===== config.mk =====
export PLATFORM = sky130hd
export DESIGN_NAME = dram_seq_ctrl
export DESIGN_NICKNAME = d
export VERILOG_FILES = /design/src/rtl/dram_ctrl_pkg.sv /design/src/rtl/dram_addr_gen.sv /design/src/rtl/dram_seq_ctrl.sv
export SDC_FILE = /design/constraint.sdc
export NUM_CORES = 1
export LEC_CHECK = 0
export ABC_AREA = 1
export BUFFER_PORTS_ARGS = -buffer_cell sky130_fd_sc_hd__buf_4
export CAP_MARGIN = 20
export CORE_ASPECT_RATIO = 1.4
export CORE_UTILIZATION = 35
export CTS_BUF_LIST = sky130_fd_sc_hd__clkbuf_8
export DETAILED_ROUTE_END_ITERATION = 6
export MAX_ROUTING_LAYER = met4
export PLACE_DENSITY = 0.64
export SLEW_MARGIN = 40
export SYNTH_ARGS = -nofsm -noshare
export SYNTH_HDL_FRONTEND = slang
export SYNTH_SLANG_ARGS = --single-unit

===== constraint.sdc =====
create_clock -name clk -period 1.57 [get_ports clk]
set_input_delay 0.2355 -clock clk [delete_from_list [all_inputs] [get_ports clk]]
set_output_delay 0.2355 -clock clk [all_outputs]
set_load 0.01 [all_outputs]

===== src/rtl/dram_ctrl_pkg.sv =====
// Shared types and default parameters for the DRAM access sequencer.
package dram_ctrl_pkg;

  localparam int unsigned DEF_ADDR_W   = 8;
  localparam int unsigned DEF_LANES    = 4;
  localparam int unsigned DEF_STRIDE_W = 7;

  typedef enum logic [1:0] {
    IDLE  = 2'd0,
    ISSUE = 2'd1,
    DONE  = 2'd2
  } state_e;

  // Lane counter width; a single lane still needs one bit.
  function automatic int unsigned cnt_w(input int unsigned lanes);
    return (lanes > 1) ? $clog2(lanes) : 1;
  endfunction

endpackage


===== src/rtl/dram_addr_gen.sv =====
// Per-lane address generator: loads a base, then adds the latched stride per step.
module dram_addr_gen #(
  parameter int unsigned ADDR_W   = 8,
  parameter int unsigned STRIDE_W = 7
) (
  input  logic                clk,
  input  logic                rst_n,
  input  logic                load,
  input  logic [ADDR_W-1:0]   base,
  input  logic [STRIDE_W-1:0] stride_in,
  input  logic                step,
  output logic [ADDR_W-1:0]   addr
);

  logic [ADDR_W-1:0]   addr_q,   addr_d;
  logic [STRIDE_W-1:0] stride_q, stride_d;

  // Accumulate instead of k*stride; the adder wraps modulo 2^ADDR_W.
  always_comb begin
    addr_d   = addr_q;
    stride_d = stride_q;
    if (load) begin
      addr_d   = base;
      stride_d = stride_in;
    end else if (step) begin
      addr_d = addr_q + ADDR_W'(stride_q);
    end
  end

  always_ff @(posedge clk or negedge rst_n) begin
    if (!rst_n) begin
      addr_q   <= '0;
      stride_q <= '0;
    end else begin
      addr_q   <= addr_d;
      stride_q <= stride_d;
    end
  end

  assign addr = addr_q;

endmodule


===== src/rtl/dram_seq_ctrl.sv =====
// Issues one DRAM access per lane (one-hot enable, strided or shared address),
// then pulses done; supports abort and back-to-back starts.
module dram_seq_ctrl
  import dram_ctrl_pkg::*;
#(
  parameter int unsigned ADDR_W   = DEF_ADDR_W,
  parameter int unsigned LANES    = DEF_LANES,
  parameter int unsigned STRIDE_W = DEF_STRIDE_W
) (
  input  logic                clk,
  input  logic                rst_n,
  input  logic                start,
  input  logic                write_en,
  input  logic                strided,
  input  logic [ADDR_W-1:0]   base_addr,
  input  logic [STRIDE_W-1:0] stride,
  input  logic                abort,
  output logic [LANES-1:0]    lane_en,
  output logic [ADDR_W-1:0]   dram_address,
  output logic                dram_we,
  output logic                busy,
  output logic                done
);

  localparam int unsigned    K_W    = cnt_w(LANES);
  localparam logic [K_W-1:0] K_LAST = K_W'(LANES - 1);

  state_e           state_q,   state_d;
  logic [K_W-1:0]   k_q,       k_d;
  logic [LANES-1:0] lane_en_q, lane_en_d;
  logic             we_q,      we_d;
  logic             busy_q,    busy_d;
  logic             done_q,    done_d;
  logic             strd_q,    strd_d;
  logic             load_c;
  logic             step_c;

  always_comb begin
    state_d   = state_q;
    k_d       = k_q;
    lane_en_d = lane_en_q;
    we_d      = we_q;
    busy_d    = busy_q;
    done_d    = 1'b0;
    strd_d    = strd_q;
    load_c    = 1'b0;
    step_c    = 1'b0;
    unique case (state_q)
      IDLE, DONE: begin
        if (start) begin
          // Stores always use per-lane addressing.
          state_d   = ISSUE;
          k_d       = '0;
          lane_en_d = LANES'(1);
          we_d      = write_en;
          busy_d    = 1'b1;
          strd_d    = strided | write_en;
          load_c    = 1'b1;
        end else begin
          state_d   = IDLE;
          lane_en_d = '0;
          we_d      = 1'b0;
          busy_d    = 1'b0;
        end
      end
      ISSUE: begin
        if (abort) begin
          state_d   = IDLE;
          lane_en_d = '0;
          we_d      = 1'b0;
          busy_d    = 1'b0;
        end else if (k_q == K_LAST) begin
          state_d   = DONE;
          lane_en_d = '0;
          we_d      = 1'b0;
          busy_d    = 1'b0;
          done_d    = 1'b1;
        end else begin
          k_d       = K_W'(k_q + 1'b1);
          lane_en_d = lane_en_q << 1;
          step_c    = strd_q;
        end
      end
      default: begin
        state_d   = IDLE;
        lane_en_d = '0;
        we_d      = 1'b0;
        busy_d    = 1'b0;
      end
    endcase
  end

  always_ff @(posedge clk or negedge rst_n) begin
    if (!rst_n) begin
      state_q   <= IDLE;
      k_q       <= '0;
      lane_en_q <= '0;
      we_q      <= 1'b0;
      busy_q    <= 1'b0;
      done_q    <= 1'b0;
      strd_q    <= 1'b0;
    end else begin
      state_q   <= state_d;
      k_q       <= k_d;
      lane_en_q <= lane_en_d;
      we_q      <= we_d;
      busy_q    <= busy_d;
      done_q    <= done_d;
      strd_q    <= strd_d;
    end
  end

  dram_addr_gen #(
    .ADDR_W   (ADDR_W),
    .STRIDE_W (STRIDE_W)
  ) u_addr_gen (
    .clk       (clk),
    .rst_n     (rst_n),
    .load      (load_c),
    .base      (base_addr),
    .stride_in (stride),
    .step      (step_c),
    .addr      (dram_address)
  );

  assign lane_en = lane_en_q;
  assign dram_we = we_q;
  assign busy    = busy_q;
  assign done    = done_q;

endmodule


==> results of run 1 <==
==> cell type report <==
class                   instances  share of cell area, %
multi-input cells             129                   37.7
flip-flops and latches         26                   33.5
repair buffers                 48                   18.7
inverters                      19                   3.68
well taps                      42                   2.71
clock buffers                   3                   2.13
clock inverters                 1                   1.55
==> how the worst max path moves through the flow <==
| stage | cells after the start | endpoint | start | slack (ns) |
|---|---|---|---|---|
| floorplan | 11 | u_addr_gen.addr[4]$_DFFE_PN0P_ | u_addr_gen.addr[0]$_DFFE_PN0P_ | -0.04 |
| global placement | 11 | u_addr_gen.addr[4]$_DFFE_PN0P_ | u_addr_gen.stride_q[0]$_DFFE_PN0P_ | -0.004 |
| detailed placement | 11 | u_addr_gen.addr[4]$_DFFE_PN0P_ | u_addr_gen.addr[0]$_DFFE_PN0P_ | -0.02 |
| CTS | 11 | u_addr_gen.addr[4]$_DFFE_PN0P_ | u_addr_gen.addr[0]$_DFFE_PN0P_ | -0.03 |
| global route | 12 | u_addr_gen.addr[6]$_DFFE_PN0P_ | u_addr_gen.addr[0]$_DFFE_PN0P_ | -0.11 |
| finish | 11 | u_addr_gen.addr[6]$_DFFE_PN0P_ | u_addr_gen.addr[0]$_DFFE_PN0P_ | 0.02 |
==> state kept, by name, summed over array words and instances (netlist names), 2 cells and up <==
register	cells
u_addr_gen.addr	8
lane_en	4
u_addr_gen.stride_q	7
k_q	2
==> where the power goes <==
part           total [W]  switching [W]  internal (W)
clock network   0.000562       0.000221      0.000341
logic            0.00183       0.000897      0.000937
registers        0.00108       0.000193      0.000884
==> per-stage QoR <==
stage | TNS (ns) | total power [W]
after CTS | -0.0253 | 0.00329
after floorplan | -0.0428 | 0.00213
final | 0 | 0.00347
after detailed placement | -0.0241 | 0.00269
after global placement | -0.00383 | 0.00267
after global routing | -0.230 | 0.00381
==> per-layer routing <==
layer / part of all wire [%] / up-vias / global-route usage, %
li1: - / 644 / -
met4: 1.5 / 0 / 6.00
met1: 43 / 546 / 17.8
met5: 0 / - / -
met2: 52 / 22 / 26.5
met3: 3.3 / 5 / 2.36
==> layout by cell type (no fill, tap or decap), drive strengths merged <==
master       synthesis  routed
dfrtp               26      26
nor3                 3       3
or2                  5       5
ha                   8       8
a21oi                2       2
clkbuf               0       3
buf                  4      47
nor2                17      17
dlygate4sd3          0       1
fa                   1       1
inv                 19      19
bufinv               0       1
nand2               71      71
o21ai                6       6
o211ai               2       2
nand3               11      11
xor2                 1       1
nand3b               2       2
==> cell families (layout without fill, tap and decap cells) <==
group / Yosys count / after routing / synth area share, %
flops: 26 / 26 / 46.4
xor+xnor: 1 / 1 / 0.625
compound gates: 10 / 10 / 3.92
simple gates: 109 / 109 / 33.5
buf+inv: 23 / 71 / 6.96
fa+ha+maj: 9 / 9 / 8.56
==> critical path: stages (launching register included) <==
cell and delay, ns:
dfrtp_1 0.36, ha_2 0.19, inv_2 0.04, fa_2 0.34, inv_2 0.07, nand2_2 0.04, nand2_2 0.06, nand3b_1 0.09
nand3_1 0.09, nand3_2 0.07, nand2_1 0.05, nand2_1 0.05
==> timing repair <==
item / 4_1_cts / 5_1_grt
endpoints found under the setup margin: 2 / 6
hold buffers: 1 / 0
endpoints found under the hold margin: 26 / 0
pin swaps: 3 / 8
setup buffers: 1 / 3
resized for setup: 0 / 10
==> results.txt, run 1 <==
CP Class = flip-flop to flip-flop
Global-route wire length before repair = 5.12 mm
Clock sinks = 26
Max Cap Viol = 0
Final Hold Vio Count = 0
Core area = 3740 um2
Initial core utilization = 37.5%
Count of input and output buffers = 35
Asr flop ratio synth = 100%
Total Nets Final = 257
DP Cell Count = 259
Setup slack, reg-to-reg = 0.02 ns
Final WL = 3.00 mm
Hold Path Sink = done$_DFF_PN0_
Setup slack after layout = 0.0166 ns
VDD IR max = 0.000845 V
Layout cells sized above 1 = 33.6%
Total CTS buffers = 3
Worst slew pin tran = 0.341 ns
First-pass iteration count of the detailed router = 3
Setup-failing EPs final = 0
Die H = 76.9 um
DRT antenna net count = 0
Die Width = 55.5 um
Register area = 651 um2
# IOs = 36
RSZ-0062 raised after global routing = true
Synth unique cells = 21
Clock-pin slew on the worst setup and hold paths = 0.09 ns
Post-Place Worst Slack = -0.0241 ns
GRT Residual Overflow = 0
Mapped cell area = 1400 um2
Worst setup EP type = flip-flop
Row count = 26
Final cycle utilization of the critical path = 98.9%
DR WL/cell = 11.2 um
Hpwl dp = 2.23 mm
Largest net degree at the start of global routing = 27
Layout fillers = 380
Syn nets = 208
Root Buffer = clkbuf_8
Initial antenna violation count = 0
Reg2reg start = u_addr_gen.addr[0]$_DFFE_PN0P_
Syn Area/Cell = 7.88 um2
All-Layer GR Usage = 15.4%
Max Buffers Root-to-Sink = 2
Commonest cells post-synth = 68 x nand2_1, 26 x dfrtp_1, 18 x inv_1
Finished Core Util = 51.9%
Synth Instances = 178
Relative slew margins = 77.3%
Footprint of the multi-input gates = 732 um2
Vias in the first global route = 1209
Post-route design area = 1940 um2
Clock latency on the worst-skew pair = 0.27 ns
EDFF count, synth = 0
Max Fclk = 0.644 GHz
Setup Skew = 0.00229 ns
Slew Viols, Final = 0
CP required = 1.74 ns
Top cells by area, synth = dfrtp_1 46%, nand2_1 18%, ha_1 7.1%
ANT cells = 0
Tmin final = 1.55 ns
Hold crit path type = input pin to flip-flop
Finished Layout Cells = 268
Die area = 4270 um2
FF-to-FF path depth = 11
Area after DPL = 1760 um2
Initial DRC Count = 19
Yosys top cell by area = dfrtp_1
Yosys top cell area share = 46.4%
Total vias in the final route = 1217
Lkg Pwr = 1.05 nW
Status = finished clean
P&R area growth vs syn = 38.4%
Most used DFF post-synth = dfrtp_1
Gpl congestion = 0.790
CP Max Fanout = 2
WP data arrival = 1.73 ns
# DRC = 0
Seq cells post-synth = 26
Count leader, synth = nand2_1
Post-synthesis sequential area ratio = 46.4%
Hold Startpoint = abort
R2R Path End = u_addr_gen.addr[6]$_DFFE_PN0P_
H-tree depth = 1
Via/cell ratio = 4.54
PD cells = 1790 nW/um2
CTS tree = built
CP startpoint kind = flip-flop
Hold path depth = 2
Worst hold slack = 0.145 ns
Synth warn = 0
(Power assumes the default switching activity.)
==> run 2: changes to the inputs <==
- ABC_AREA: 1 -> unset
- RECOVER_POWER: unset -> 50
==> run 2 against run 1 <==
The flow now finishes with violations (setup timing). Non-clock buffer count is 12 higher. Maximum frequency decreased by 11%. Combinational power increased by 3%. Sequential power about the same. Final area is 3.1% higher. Register-to-register slack lost 0.18 ns. Via count decreased by 5.3%. Clock power about the same. Setup slack got worse by 0.18 ns. Critical path type unchanged. Critical endpoint unchanged. Largest power group unchanged. Highest routed layer unchanged.
==> results.txt, run 2 <==
Total vias in the final route = 1152 (-5.3%)
CP required = 1.77 ns (+0.03 ns)
Largest family of logic cells by synthesized area = simple AND/OR/NAND/NOR gates
Count of input and output buffers = 35 (unchanged)
Synth Area in Adders = 8.87% (+0.31 points)
Max Cap Viol = 0 (unchanged)
Mapped cell area = 1350 um2 (-3.5%)
Footprint of the multi-input gates = 748 um2 (+2.2%)
Initial antenna violation count = 0 (unchanged)
Commonest non-fill, non-tap cells in the layout = 52 x buf_4, 30 x nand2_1, 26 x dfrtp_1
R2R Path End = u_addr_gen.addr[6]$_DFFE_PN0P_
P&R area growth vs syn = 47.8%
Core area = 3680 um2 (-1.7%)
CP Max Fanout = 3 (+1)
DP Cell Count = 221 (-15%)
All-Layer GR Usage = 16.7% (+1.3 points)
Compound-Gate Fraction of Synth Area = 14.1% (+10 points)
Mux share of post-synthesis cell area = 2.31% (+2.3 points)
EDFF count, synth = 0 (unchanged)
CTS tree = built
Initial DRC Count = 28 (+9)
Count leader, synth = nand2_1
CP Class = flip-flop to flip-flop
Initial core utilization = 36.8% (-0.66 points)
# DRC = 0 (unchanged)
CP startpoint kind = flip-flop
H-tree depth = 1 (unchanged)
Seq cells post-synth = 26 (unchanged)
Setup slack, reg-to-reg = -0.17 ns (-0.18 ns)
Yosys top cell by area = dfrtp_1
GRT Residual Overflow = 0 (unchanged)
Register area = 651 um2 (unchanged)
Largest net degree at the start of global routing = 27 (unchanged)
Gpl congestion = 0.757 (-4.3%)
Via/cell ratio = 4.88 (+7.5%)
Failing checks = setup timing
Post-Synth Simple-Gate Area = 21.7% (-12 points)
Hold path depth = 3 (+1)
Global-route wire length before repair = 4.80 mm (-6.3%)
Final cycle utilization of the critical path = 111% (+12 points)
Root Buffer = clkbuf_8
Asr flop ratio synth = 100% (unchanged)
Vias in the first global route = 1065 (-12%)
Total Nets Final = 225 (-12%)
Hold crit path type = input pin to flip-flop
DRT antenna net count = 0 (unchanged)
Synth unique cells = 38 (+81%)
Worst setup EP type = flip-flop
Setup slack after layout = -0.167 ns (-0.184 ns)
Clock sinks = 26 (unchanged)
Clock-pin slew on the worst setup and hold paths = 0.09 ns (about the same)
Post-Place Worst Slack = -0.157 ns (-0.133 ns)
Die H = 75.6 um (-1.7%)
Setup-failing EPs final = 7 (+7)
Overall Power = 0.00350 W (+0.63%)
FF-to-FF path depth = 8 (-3)
VDD IR max = 0.000837 V (-0.97%)
Finished Layout Cells = 236 (-12%)
WP data arrival = 1.94 ns (+0.21 ns)
Post-synthesis xor/xnor area fraction = 1.29% (+0.67 points)
Syn Area/Cell = 10.0 um2 (+27%)
ANT cells = 0 (unchanged)
PD cells = 1750 nW/um2 (-2.4%)
Die Width = 54.6 um (-1.7%)
Layout fillers = 333 (-12%)
Syn nets = 165 (-21%)
Top cells by area, synth = dfrtp_1 48%, nand2_1 8.6%, ha_1 7.4%
Tmin final = 1.74 ns (+0.184 ns)
Worst slew pin tran = 0.662 ns (+0.321 ns)
First-pass iteration count of the detailed router = 4 (+1)
Lkg Pwr = 1.01 nW (-4.2%)
Most used DFF post-synth = dfrtp_1
Hold Path Sink = u_addr_gen.stride_q[3]$_DFFE_PN0P_
Worst hold slack = 0.145 ns (+0.000264 ns)
Die area = 4120 um2 (-3.4%)
Relative slew margins = 55.9% (-21 points)
Slew Viols, Final = 0 (unchanged)
Synth warn = 0 (unchanged)
Layout cells sized above 1 = 45.9% (+12 points)
Hpwl dp = 2.13 mm (-4.4%)
Commonest cells post-synth = 31 x nand2_1, 26 x dfrtp_1, 12 x o21ai_0
# IOs = 36 (unchanged)
Total CTS buffers = 3 (unchanged)
Clock latency on the worst-skew pair = 0.27 ns (about the same)
DR WL/cell = 13.0 um (+16%)
Status = finished with violations
Commonest non-fill, non-tap cell in the layout = buf_4
Max Buffers Root-to-Sink = 2 (unchanged)
Max Fclk = 0.576 GHz (-11%)
Area after DPL = 1750 um2 (-0.57%)
Synth Instances = 135 (-24%)
Final WL = 3.07 mm (+2.3%)
Yosys top cell area share = 48.1% (+1.7 points)
Row count = 26 (unchanged)
Hold Startpoint = stride[3]
Setup Skew = 0.00269 ns (+0.000403 ns)
Post-route design area = 2000 um2 (+3.1%)
RSZ-0062 raised after global routing = true
Final Hold Vio Count = 0 (unchanged)
Max reg flops = 8 (unchanged)
Reg2reg start = u_addr_gen.addr[0]$_DFFE_PN0P_
Post-synthesis sequential area ratio = 48.1% (+1.7 points)
## run 2: changes by cell type in the layout (fill, tap and decap cells not counted), moves of 3 or more
cell	change
nand2_1	-35
buf_4	+5
inv_1	-12
and2_2	+3
nand2_2	-5
o21ai_1	+5
nor2_1	-11
a21oi_2	+4
clkbuf_1	+3
nand3_1	-8
## run 2: repair_timing
| item | CTS | global route |
|---|---|---|
| pin swaps | 12 | 8 |
| resized for setup | 12 | 10 |
| buffers inserted | 7 | 3 |
| endpoints found under the setup margin | 8 | 9 |
| hold buffers | 1 | 0 |
| endpoints found under the hold margin | 26 | 0 |
| cloned | 0 | 0 |
## run 2: routing by layer
metal  share of wire (%)  GRT usage, %
met5                   0             -
met4                 1.4          6.27
met3                 3.3          2.79
met1                  45          21.1
met2                  50          26.4
## run 2: worst max-delay path by stage
| stage | from | endpoint | slack (ns) | depth (start not counted) |
|---|---|---|---|---|
| 3_3_place_gp | k_q[0]$_DFFE_PN0P_ | u_addr_gen.addr[6]$_DFFE_PN0P_ | -0.12 | 6 |
| 4_1_cts | u_addr_gen.addr[0]$_DFFE_PN0P_ | u_addr_gen.addr[6]$_DFFE_PN0P_ | -0.14 | 8 |
| 2_1_floorplan | u_addr_gen.addr[0]$_DFFE_PN0P_ | u_addr_gen.addr[6]$_DFFE_PN0P_ | -0.09 | 8 |
| 3_5_place_dp | u_addr_gen.stride_q[0]$_DFFE_PN0P_ | u_addr_gen.addr[6]$_DFFE_PN0P_ | -0.16 | 8 |
| 6_report | u_addr_gen.addr[0]$_DFFE_PN0P_ | u_addr_gen.addr[6]$_DFFE_PN0P_ | -0.17 | 8 |
| 5_1_grt | u_addr_gen.addr[0]$_DFFE_PN0P_ | u_addr_gen.addr[6]$_DFFE_PN0P_ | -0.24 | 8 |
## run 2: critical path, cell delays in order (launching register included)
cell and delay, ns:
dfrtp_1 0.40, ha_4 0.16, inv_2 0.04, fa_2 0.37, nor2b_4 0.14, o31a_1 0.19, o22ai_2 0.10, xor2_1 0.14
o21ai_1 0.13
## run 2: cells by family (layout without fill, tap and decap cells)
kind of cell | after synthesis | in the layout
XOR/XNOR | 2 | 2
AND/OR/NAND/NOR | 54 | 54
multiplexers | 3 | 3
adder cells (fa/ha/maj) | 9 | 9
flip-flops | 26 | 26
buffers and inverters | 10 | 69
AO/OA/AOI/OAI | 31 | 31
## run 2: final cells by class
class / count / area share (%)
clock buffer: 3 / 2.06
clock inverter: 1 / 1.50
inverter: 5 / 0.938
multi-input combinational: 99 / 37.4
sequential: 26 / 32.5
tap: 42 / 2.63
timing repair buffer: 60 / 23.0
## run 2: power breakdown
group	switching, W	total [W]	internal [W]
clock	0.000218	0.000559	0.000341
sequential	0.000178	0.00105	0.000873
combinational	0.000861	0.00189	0.00102
## run 2: metrics by stage
stage	TNS [ns]	util (%)
finish	-0.647	54.4
CTS	-0.906	53.2
floorplan	-0.192	-
global route	-1.35	54.4
detailed placement	-0.724	47.7
global placement	-0.499	47.7
